`src/rtl/bf_run_controller_pkg.sv`:
```
// -----------------------------------------------------------------------------
// bf_run_controller_pkg
// Shared definitions for the brainfuck run controller: the 2-bit sequencer
// state encoding and the program terminator byte. Imported by the controller
// and by benches that want to name states or the terminator.
// -----------------------------------------------------------------------------
package bf_run_controller_pkg;

    typedef enum logic [1:0] {
        S_IDLE  = 2'd0,
        S_LOAD  = 2'd1,
        S_CLEAR = 2'd2,
        S_RUN   = 2'd3
    } bf_state_e;

    // Program terminator; also forced into the last code slot on overflow.
    localparam logic [7:0] BF_TERM_BYTE = 8'h00;

endpackage

```
`src/rtl/bf_ram_clearer.sv`:
```
// -----------------------------------------------------------------------------
// bf_ram_clearer
// Sweeps a data-RAM address counter 0 .. 2**ADDR_W-1, one address per cycle,
// after a start pulse.
// Ports:
//   clk      in   clock
//   reset    in   asynchronous active-low reset
//   start_i  in   1-cycle pulse; the sweep begins on the following cycle
//   active_o out  1 on every sweep cycle (use as write enable)
//   addr_o   out  current sweep address
//   done_o   out  1 on the final sweep cycle (address all-ones)
// -----------------------------------------------------------------------------
module bf_ram_clearer #(
    parameter int ADDR_W = 5
) (
    input  logic              clk,
    input  logic              reset,
    input  logic              start_i,
    output logic              active_o,
    output logic [ADDR_W-1:0] addr_o,
    output logic              done_o
);

    localparam logic [ADDR_W-1:0] ADDR_MAX = {ADDR_W{1'b1}};

    logic              active_q, active_d;
    logic [ADDR_W-1:0] cnt_q, cnt_d;

    always_comb begin
        active_d = active_q;
        cnt_d    = cnt_q;
        if (start_i) begin
            active_d = 1'b1;
            cnt_d    = '0;
        end else if (active_q) begin
            cnt_d = cnt_q + 1'b1;
            if (cnt_q == ADDR_MAX) begin
                active_d = 1'b0;
                cnt_d    = '0;
            end
        end
    end

    always_ff @(posedge clk or negedge reset) begin
        if (!reset) begin
            active_q <= 1'b0;
            cnt_q    <= '0;
        end else begin
            active_q <= active_d;
            cnt_q    <= cnt_d;
        end
    end

    assign active_o = active_q;
    assign addr_o   = cnt_q;
    assign done_o   = active_q && (cnt_q == ADDR_MAX);

endmodule

```
`src/rtl/bf_run_controller.sv`:
```
// -----------------------------------------------------------------------------
// bf_run_controller
// Sequencer and RAM owner for one brainfuckCore. Streams a program into the
// code RAM while the core is held in reset, zeroes the data RAM, then releases
// the core and passes its data-RAM port straight through.
// Ports:
//   clk, reset (async active-low)
//   load_start                      pulse: begin a program load (IDLE or RUN)
//   byte_in_valid/byte_in/_ready    program byte stream
//   code_we/code_addr/code_data     registered code RAM write port
//   core_array_addr/_data/_we       core's data-RAM request (used only in RUN)
//   ram_addr/ram_data/ram_we        data RAM port (clear sweep or core)
//   core_reset                      active-low core reset, high only in RUN
//   running                         high only in RUN
//   overflow                        sticky: last load filled capacity unterminated
// -----------------------------------------------------------------------------
module bf_run_controller
    import bf_run_controller_pkg::*;
#(
    parameter int CODE_ADDR_W  = 5,
    parameter int ARRAY_ADDR_W = 5,
    parameter int DATA_W       = 8
) (
    input  logic                    clk,
    input  logic                    reset,
    input  logic                    load_start,
    input  logic                    byte_in_valid,
    input  logic [DATA_W-1:0]       byte_in,
    output logic                    byte_in_ready,
    output logic                    code_we,
    output logic [CODE_ADDR_W-1:0]  code_addr,
    output logic [DATA_W-1:0]       code_data,
    input  logic [ARRAY_ADDR_W-1:0] core_array_addr,
    input  logic [DATA_W-1:0]       core_array_data,
    input  logic                    core_array_we,
    output logic [ARRAY_ADDR_W-1:0] ram_addr,
    output logic [DATA_W-1:0]       ram_data,
    output logic                    ram_we,
    output logic                    core_reset,
    output logic                    running,
    output logic                    overflow
);

    localparam logic [CODE_ADDR_W-1:0] CODE_MAX = {CODE_ADDR_W{1'b1}};
    localparam logic [DATA_W-1:0]      TERM     = DATA_W'(BF_TERM_BYTE);

    bf_state_e              state_q, state_d;
    logic [CODE_ADDR_W-1:0] load_cnt_q, load_cnt_d;
    logic                   code_we_q, code_we_d;
    logic [CODE_ADDR_W-1:0] code_addr_q, code_addr_d;
    logic [DATA_W-1:0]      code_data_q, code_data_d;
    logic                   overflow_q, overflow_d;
    logic                   core_reset_q, core_reset_d;
    logic                   running_q, running_d;

    logic                    clr_start, clr_active, clr_done;
    logic [ARRAY_ADDR_W-1:0] clr_addr;

    bf_ram_clearer #(.ADDR_W(ARRAY_ADDR_W)) u_clearer (
        .clk      (clk),
        .reset    (reset),
        .start_i  (clr_start),
        .active_o (clr_active),
        .addr_o   (clr_addr),
        .done_o   (clr_done)
    );

    always_comb begin
        state_d      = state_q;
        load_cnt_d   = load_cnt_q;
        code_we_d    = 1'b0;
        code_addr_d  = code_addr_q;
        code_data_d  = code_data_q;
        overflow_d   = overflow_q;
        core_reset_d = core_reset_q;
        running_d    = running_q;
        clr_start    = 1'b0;

        unique case (state_q)
            S_IDLE: begin
                if (load_start) begin
                    state_d    = S_LOAD;
                    load_cnt_d = '0;
                    overflow_d = 1'b0;
                end
            end
            S_LOAD: begin
                // ready is constant 1 here, so valid alone is an accept
                if (byte_in_valid) begin
                    code_we_d   = 1'b1;
                    code_addr_d = load_cnt_q;
                    code_data_d = byte_in;
                    load_cnt_d  = load_cnt_q + 1'b1;
                    if (byte_in == TERM || load_cnt_q == CODE_MAX) begin
                        state_d   = S_CLEAR;
                        clr_start = 1'b1;
                    end
                    // Last slot reached without a terminator: store one anyway
                    if (load_cnt_q == CODE_MAX && byte_in != TERM) begin
                        code_data_d = TERM;
                        overflow_d  = 1'b1;
                    end
                end
            end
            S_CLEAR: begin
                if (clr_done) begin
                    state_d      = S_RUN;
                    core_reset_d = 1'b1;
                    running_d    = 1'b1;
                end
            end
            S_RUN: begin
                // Core is put back into reset on the same edge that enters
                // LOAD, before any code write lands.
                if (load_start) begin
                    state_d      = S_LOAD;
                    load_cnt_d   = '0;
                    overflow_d   = 1'b0;
                    core_reset_d = 1'b0;
                    running_d    = 1'b0;
                end
            end
            default: state_d = S_IDLE;
        endcase
    end

    always_ff @(posedge clk or negedge reset) begin
        if (!reset) begin
            state_q      <= S_IDLE;
            load_cnt_q   <= '0;
            code_we_q    <= 1'b0;
            code_addr_q  <= '0;
            code_data_q  <= '0;
            overflow_q   <= 1'b0;
            core_reset_q <= 1'b0;
            running_q    <= 1'b0;
        end else begin
            state_q      <= state_d;
            load_cnt_q   <= load_cnt_d;
            code_we_q    <= code_we_d;
            code_addr_q  <= code_addr_d;
            code_data_q  <= code_data_d;
            overflow_q   <= overflow_d;
            core_reset_q <= core_reset_d;
            running_q    <= running_d;
        end
    end

    // Data RAM mux: sweep owns it in CLEAR, the core in RUN, nobody otherwise.
    always_comb begin
        ram_we   = 1'b0;
        ram_addr = '0;
        ram_data = '0;
        if (state_q == S_CLEAR) begin
            ram_we   = clr_active;
            ram_addr = clr_addr;
        end else if (state_q == S_RUN) begin
            ram_we   = core_array_we;
            ram_addr = core_array_addr;
            ram_data = core_array_data;
        end
    end

    assign byte_in_ready = (state_q == S_LOAD);
    assign code_we       = code_we_q;
    assign code_addr     = code_addr_q;
    assign code_data     = code_data_q;
    assign overflow      = overflow_q;
    assign core_reset    = core_reset_q;
    assign running       = running_q;

endmodule

```
`config.mk`:
```
export PLATFORM = sky130hd
export DESIGN_NAME = bf_run_controller
export DESIGN_NICKNAME = d
export VERILOG_FILES = /design/src/rtl/bf_run_controller_pkg.sv /design/src/rtl/bf_ram_clearer.sv /design/src/rtl/bf_run_controller.sv
export SDC_FILE = /design/constraint.sdc
export NUM_CORES = 1
export LEC_CHECK = 0
export ABC_AREA = 1
export BUFFER_PORTS_ARGS = -buffer_cell sky130_fd_sc_hd__buf_2
export CORE_ASPECT_RATIO = 0.5
export CORE_MARGIN = 8
export CORE_UTILIZATION = 55
export CTS_BUF_LIST = sky130_fd_sc_hd__clkbuf_2
export CTS_CLUSTER_SIZE = 14
export DETAILED_ROUTE_END_ITERATION = 10
export HOLD_SLACK_MARGIN = 0.06
export PLACE_DENSITY = 0.88
export SKIP_CTS_REPAIR_TIMING = 1
export SYNTH_ARGS = -nofsm -noshare
export SYNTH_HDL_FRONTEND = slang
export SYNTH_SLANG_ARGS = --single-unit
```
`constraint.sdc`:
```
create_clock -name clk -period 4.5 [get_ports clk]
set_input_delay 0.9 -clock clk [delete_from_list [all_inputs] [get_ports clk]]
set_output_delay 0.9 -clock clk [all_outputs]
set_load 0.01 [all_outputs]
```
==> flow_metrics.py, run 1 <==
metrics = {
    "power_and_ir_drop": {
        "p_total_mw": 1.230,
        "p_per_area_nw_per_um2": 635.6,
        "peakVddDrop_uv": 311.8,
        "leakage_nw": 1.108,
    },
    "min_path": {
        "hold_class": "reg -> reg",
    },
    "synth": {
        "ys_ff_latch": 29,
        "synth_fa_ha_area_share_pct": 6.334,
        "syn_nets": 233,
        "syn_inst": 199,
        "synth_top_family_by_area": "simple AND/OR/NAND/NOR gates",
        "yosysTopAreaCell": "dfrtp_1",
        "ys_top_cells_by_area": "dfrtp_1, nand2_1, nand3_1",
        "netlist_area_um2": 1580,
        "synthXorXnorAreaFrac_pct": 0.5542,
        "synth_edf_count": 0,
        "async_reset_ff_share_pct": 100.0,
        "ys_dominant_reg_cell": "dfrtp_1",
        "synth-compound-area-share_pct": 9.343,
        "synth-simple-area-share_pct": 30.48,
        "ys_types": 25,
        "synth_mux_area_share_pct": 0,
        "ys_warn_count": 0,
        "synth_top_area_share_pct": 45.92,
        "syn_area_per_cell_um2": 7.941,
        "synth_seq_area_share_pct": 45.92,
    },
    "layout": {
        "drive_gt1_share_pct": 29.69,
        "diodes": 0,
        "final_util_pct": 72.56,
        "final_cells": 293,
        "layout_common_cells": "nand2_1, buf_2, dfrtp_1",
        "n_fill_cell": 217,
        "design_area_um2": 1936,
        "nets": 290,
        "layout_commonest_cell": "nand2_1",
        "area_growth_pct": 22.49,
    },
    "critical_path": {
        "crit_required_ns": 3.60,
        "path_max_fanout": 13,
        "path_cells": "inv_1, ha_1, inv_1, o21ai_0, buf_2",
        "crit_top_cell": "inv_1",
        "end_kind": "output pin",
        "critical-path-top-delay-family": "buffers and inverters",
        "criticalPathCategory": "reg -> out",
        "crit_buf_inv": 3,
        "crit_arrival_ns": 1.88,
        "start_kind": "register",
        "slowest_stage": "dfrtp_1",
        "max_stage_delay_ns": 0.45,
    },
    "clock_network": {
        "htreeDepth": 2,
        "numCtsBuffers": 5,
        "clkSinkCount": 29,
        "clk_path_buf_depth": 2,
        "cts_root_buffer": "clkbuf_2",
        "clk_latency_ns": 0.35,
        "clk_pin_slew_ns": 0.15,
        "cts_tree": "yes",
    },
    "timing": {
        "worst_slew_pin_slew_ns": 0.6385,
        "fmax_ghz": 0.3596,
        "clock_skew_ns": 0.01238,
        "setup-violations-final": 0,
        "final_hold_viol_count": 0,
        "setup_slack_ns": 1.719,
        "rsz0062_at_grt": "false",
        "fin_setup_tns_ns": 0,
        "whs_ns": 0.4926,
        "timing.final.crit_share_pct": 61.79,
        "slew_violations": 0,
        "slew_headroom_pct": 57.43,
        "fin_crit_ns": 2.781,
    },
    "routing": {
        "avgViaCountPerCell": 5.119,
        "drc": 0,
        "wl_um": 3813,
        "drt_first_pass_iters": 4,
        "post_drt_wl_per_cell_um": 13.01,
        "postRouteAntennaNets": 0,
        "vias": 1500,
        "drtIter0Drc": 43,
    },
    "grt": {
        "grt_pass1_vias": 1457,
        "grt_pass1_wl_um": 6334,
        "grt_max_degree": 30,
        "antenna_found_initial": 0,
        "grt.total_usage_pct": 15.96,
        "grt.overflow.total": 0,
    },
    "die": {
        "ios": 58,
        "start_util_pct": 59.24,
        "die_h_um": 53.91,
        "die_area_um2": 4949,
        "core_um2": 2668,
        "die_x_um": 91.81,
        "placementRows": 13,
    },
    "status": {
        "outcome": "finished clean",
    },
    "placed_design": {
        "pre_cts_ws_ns": 2.126,
        "portBuffers": 57,
        "gp_congestion": 0.8038,
        "hpwl_um": 2893,
        "placed_area_um2": 1876,
        "place_inst": 286,
    },
    "job": {
        "drv_cap": 0,
    },
}
==> layout make-up <==
type / instances / area (um^2) / area share [%]
clock buffers: 5 / 25.02 / 1.293
clock inverters: 2 / 35.03 / 1.810
inverters: 21 / 80.08 / 4.137
multi-input cells: 142 / 738.2 / 38.14
flip-flops and latches: 29 / 725.7 / 37.49
well taps: 37 / 46.29 / 2.392
repair buffers: 57 / 285.3 / 14.74
==> power breakdown <==
group	switching [mW]	internal, mW
combinational	0.392	0.228
sequential	0.0731	0.358
clock	0.0887	0.0904
total	0.554	0.676
==> synth_stat cells, types with 2 or more instances <==
library cell  instances
nor2_2                2
clkbuf_1              2
nand2_1              58
nand2_4               4
dfrtp_1              29
o21ai_0              12
buf_4                 2
nand4_1               2
buf_2                 2
a21oi_1               6
ha_1                  8
inv_1                19
nor2_1               15
o21ai_1               4
nand3_1              23
a31oi_1               2
==> routing by layer <==
metal  global-route usage, %  up-vias  part of all wire, %
li1                        -      747                    -
met1                   18.24      691                   46
met2                   27.01       55                   44
met3                   6.371        7                  8.8
met4                   6.860        0                  1.3
met5                       0        -                    0
==> worst paths after layout <==
path	from	to	slack (ns)	cells after the start
setup / recovery	state_q[0]	ram_addr[0]	1.72	5
max in group asynchronous	reset	u_clearer.addr_o[2]	3.53	1
min in group asynchronous	reset	code_data[0]	0.54	1
setup reg to reg	state_q[1]	load_cnt_q[2]	2.71	7
hold reg to reg	overflow	overflow	0.49	2
hold / removal	overflow	overflow	0.49	2
==> tightest hold or removal path: stages, from the launching register on <==
cell	delay (ns)
dfrtp_1	0.37
nand2_1	0.05
nand2_1	0.05
==> state kept, by name, summed over array words and instances (netlist names) <==
register / flops
u_clearer.active_o: 1
load_cnt_q: 5
state_q: 2
code_we: 1
code_data: 8
running: 1
u_clearer.addr_o: 5
overflow: 1
code_addr: 5
==> kinds of logic after synthesis <==
group | after synthesis
buffers and inverters | 28
flip-flops | 29
XOR/XNOR | 1
AND/OR/NAND/NOR | 107
adder cells (fa/ha/maj) | 8
AO/OA/AOI/OAI | 26
Note: power is estimated with default switching activity, not from simulation.
==> inputs of run 2 (changes only) <==
- ABC_AREA: 1 -> 0
- CORE_UTILIZATION: 55 -> 46
- PLACE_DENSITY: 0.88 -> 0.78
- clock period: 4.5 -> 2.55 ns (I/O delays scaled with it)
==> run 2 against run 1 <==
Worst hold slack worse by 0.34 ns. Clock power grew 22%. First-iteration DRC count rose by 28%. Final area fell by 0.45%. Power grew 47%. Critical path depth unchanged. Clock skew down 0.0048 ns. Combinational power grew 46%.
==> flow_metrics.py, run 2 <==
metrics = {
    "critical_path": {
        "crit_buf_inv": 2,
        "slowest_stage": "dfrtp_1",
        "end_kind": "output pin",
        "crit_arrival_ns": 1.77,
        "crit_required_ns": 2.04,
        "criticalPathCategory": "reg -> out",
        "max_stage_delay_ns": 0.43,
        "critical-path-top-delay-family": "flip-flops",
        "start_kind": "register",
        "path_max_fanout": 13,
        "path_cells": "inv_1, ha_1, nor2b_2, a22o_1, buf_2",
    },
    "synth": {
        "ys_ff_latch": 29,
        "syn_area_per_cell_um2": 9.907,
        "ys_types": 36,
        "ys_warn_count": 0,
        "ys_dominant_reg_cell": "dfrtp_1",
        "syn_inst": 159,
        "syn_nets": 193,
        "yosysTopAreaCell": "dfrtp_1",
        "synthTopCellsByCount": "dfrtp_1, o21ai_0, nand2_1, and2_1, nand2b_1",
        "async_reset_ff_share_pct": 100.0,
        "ys_top_cells_by_area": "dfrtp_1, ha_1, o21ai_0",
        "netlist_area_um2": 1575,
        "synth_edf_count": 0,
        "synth_top_area_share_pct": 46.07,
        "synth.most_common_cell": "dfrtp_1",
        "synth_seq_area_share_pct": 46.07,
    },
    "clock_network": {
        "clk_pin_slew_ns": 0.15,
        "clkSinkCount": 29,
        "htreeDepth": 2,
        "cts_tree": "yes",
        "clk_latency_ns": 0.35,
        "cts_root_buffer": "clkbuf_2",
        "clk_path_buf_depth": 2,
        "numCtsBuffers": 5,
    },
    "timing": {
        "rsz0062_at_grt": "false",
        "fin_setup_tns_ns": 0,
        "whs_ns": 0.1480,
        "slew_headroom_pct": 58.23,
        "final_hold_viol_count": 0,
        "fin_crit_ns": 2.276,
        "timing.final.crit_share_pct": 89.27,
        "slew_violations": 0,
        "worst_slew_pin_slew_ns": 0.6266,
        "fmax_ghz": 0.4393,
        "setup-violations-final": 0,
        "clock_skew_ns": 0.007579,
        "setup_slack_ns": 0.2737,
    },
    "die": {
        "die_x_um": 98.76,
        "start_util_pct": 46.89,
        "placementRows": 15,
        "die_area_um2": 5667,
        "core_um2": 3359,
        "ios": 58,
        "die_h_um": 57.38,
    },
    "power_and_ir_drop": {
        "p_per_area_nw_per_um2": 939.0,
        "leakage_nw": 1.060,
        "peakVddDrop_uv": 284.9,
        "p_total_mw": 1.809,
    },
    "placed_design": {
        "pre_cts_ws_ns": 0.4573,
        "portBuffers": 57,
        "hpwl_um": 2784,
        "gp_congestion": 0.8000,
    },
    "layout": {
        "largest_reg_flops": 8,
        "area_growth_pct": 22.32,
        "layout_commonest_cell": "buf_2",
        "layout.area.seq_um2": 725.7,
        "layout_common_cells": "buf_2, dfrtp_1, o21ai_0",
        "nets": 250,
        "n_fill_cell": 303,
        "drive_gt1_share_pct": 35.94,
        "multi_input_area_um2": 795.8,
        "diodes": 0,
    },
    "grt": {
        "grt_pass1_vias": 1310,
        "grt.total_usage_pct": 12.61,
        "antenna_found_initial": 0,
        "grt_pass1_wl_um": 5927,
        "grt.overflow.total": 0,
        "grt_max_degree": 30,
    },
    "routing": {
        "drtIter0Drc": 55,
        "avgViaCountPerCell": 5.201,
        "drc": 0,
        "wl_um": 3616,
        "vias": 1347,
        "drt_first_pass_iters": 4,
        "postRouteAntennaNets": 0,
        "post_drt_wl_per_cell_um": 13.96,
    },
    "min_path": {
        "hold_class": "in -> async",
    },
    "status": {
        "outcome": "finished clean",
    },
    "job": {
        "drv_cap": 0,
    },
}
==> run 2: cell count changes after synthesis, moves of 6 or more <==
cell	previous run	this run
nand2_1	58	16
nand3_1	23	3
inv_1	19	3
and2_1	0	9
nand2b_1	0	9
a22o_1	0	8
nor2_1	15	8
mux2_2	0	6
==> run 2: stage by stage <==
step                instance area (um^2)  instances  utilization [%]
floorplan                           1575        159                -
global placement                    1887        251            56.16
detailed placement                  1887        251            56.16
CTS                                 1924        259            57.28
global route                        1927        259            57.36
finish                              1927        259            57.36
==> run 2: worst paths after layout <==
kind                                    from           end  slack, ns  cells after the start
worst max-delay path              state_q[0]        ram_we       0.27                      5
worst min-delay path                   reset    state_q[0]       0.15                      1
worst max register to register    state_q[1]      overflow       0.65                      5
worst min register to register  code_data[0]  code_data[0]       0.49                      2
max in group asynchronous              reset  code_data[1]       2.00                      1
min in group clk                  byte_in[0]  code_data[0]       0.40                      3
==> run 2: metal layers <==
layer	track usage, %	share of wire [%]	wire length, um	vias to the layer above
li1	-	-	-	667
met1	14.03	45	1613	632
met2	21.37	46	1677	41
met3	5.212	7.9	287	7
met4	4.536	1.1	38	0
met5	0	0	0	-
==> run 2: report_power, final <==
group          total [mW]  leakage, nW  internal (mW)  switching (mW)
clock               0.219       0.0278         0.0599           0.159
sequential          0.684        0.379          0.591          0.0935
combinational       0.906        0.653          0.399           0.507
==> run 2: cells by family (layout without fill, tap and decap cells) <==
group / after synthesis / count (layout) / synth area share, %
simple gates: 61 / 61 / 20.89
compound gates: 37 / 37 / 15.65
flops: 29 / 29 / 46.07
buf+inv: 13 / 71 / 3.573
mux: 11 / 11 / 7.466
fa+ha+maj: 8 / 8 / 6.355
==> run 2: area by class of cell <==
cell class | instances | share of cell area (%)
flip-flops and latches | 29 | 37.66
clock buffers | 5 | 1.299
multi-input cells | 117 | 41.30
repair buffers | 59 | 15.58
clock inverters | 3 | 0.6493
inverters | 4 | 0.7792
well taps | 42 | 2.727
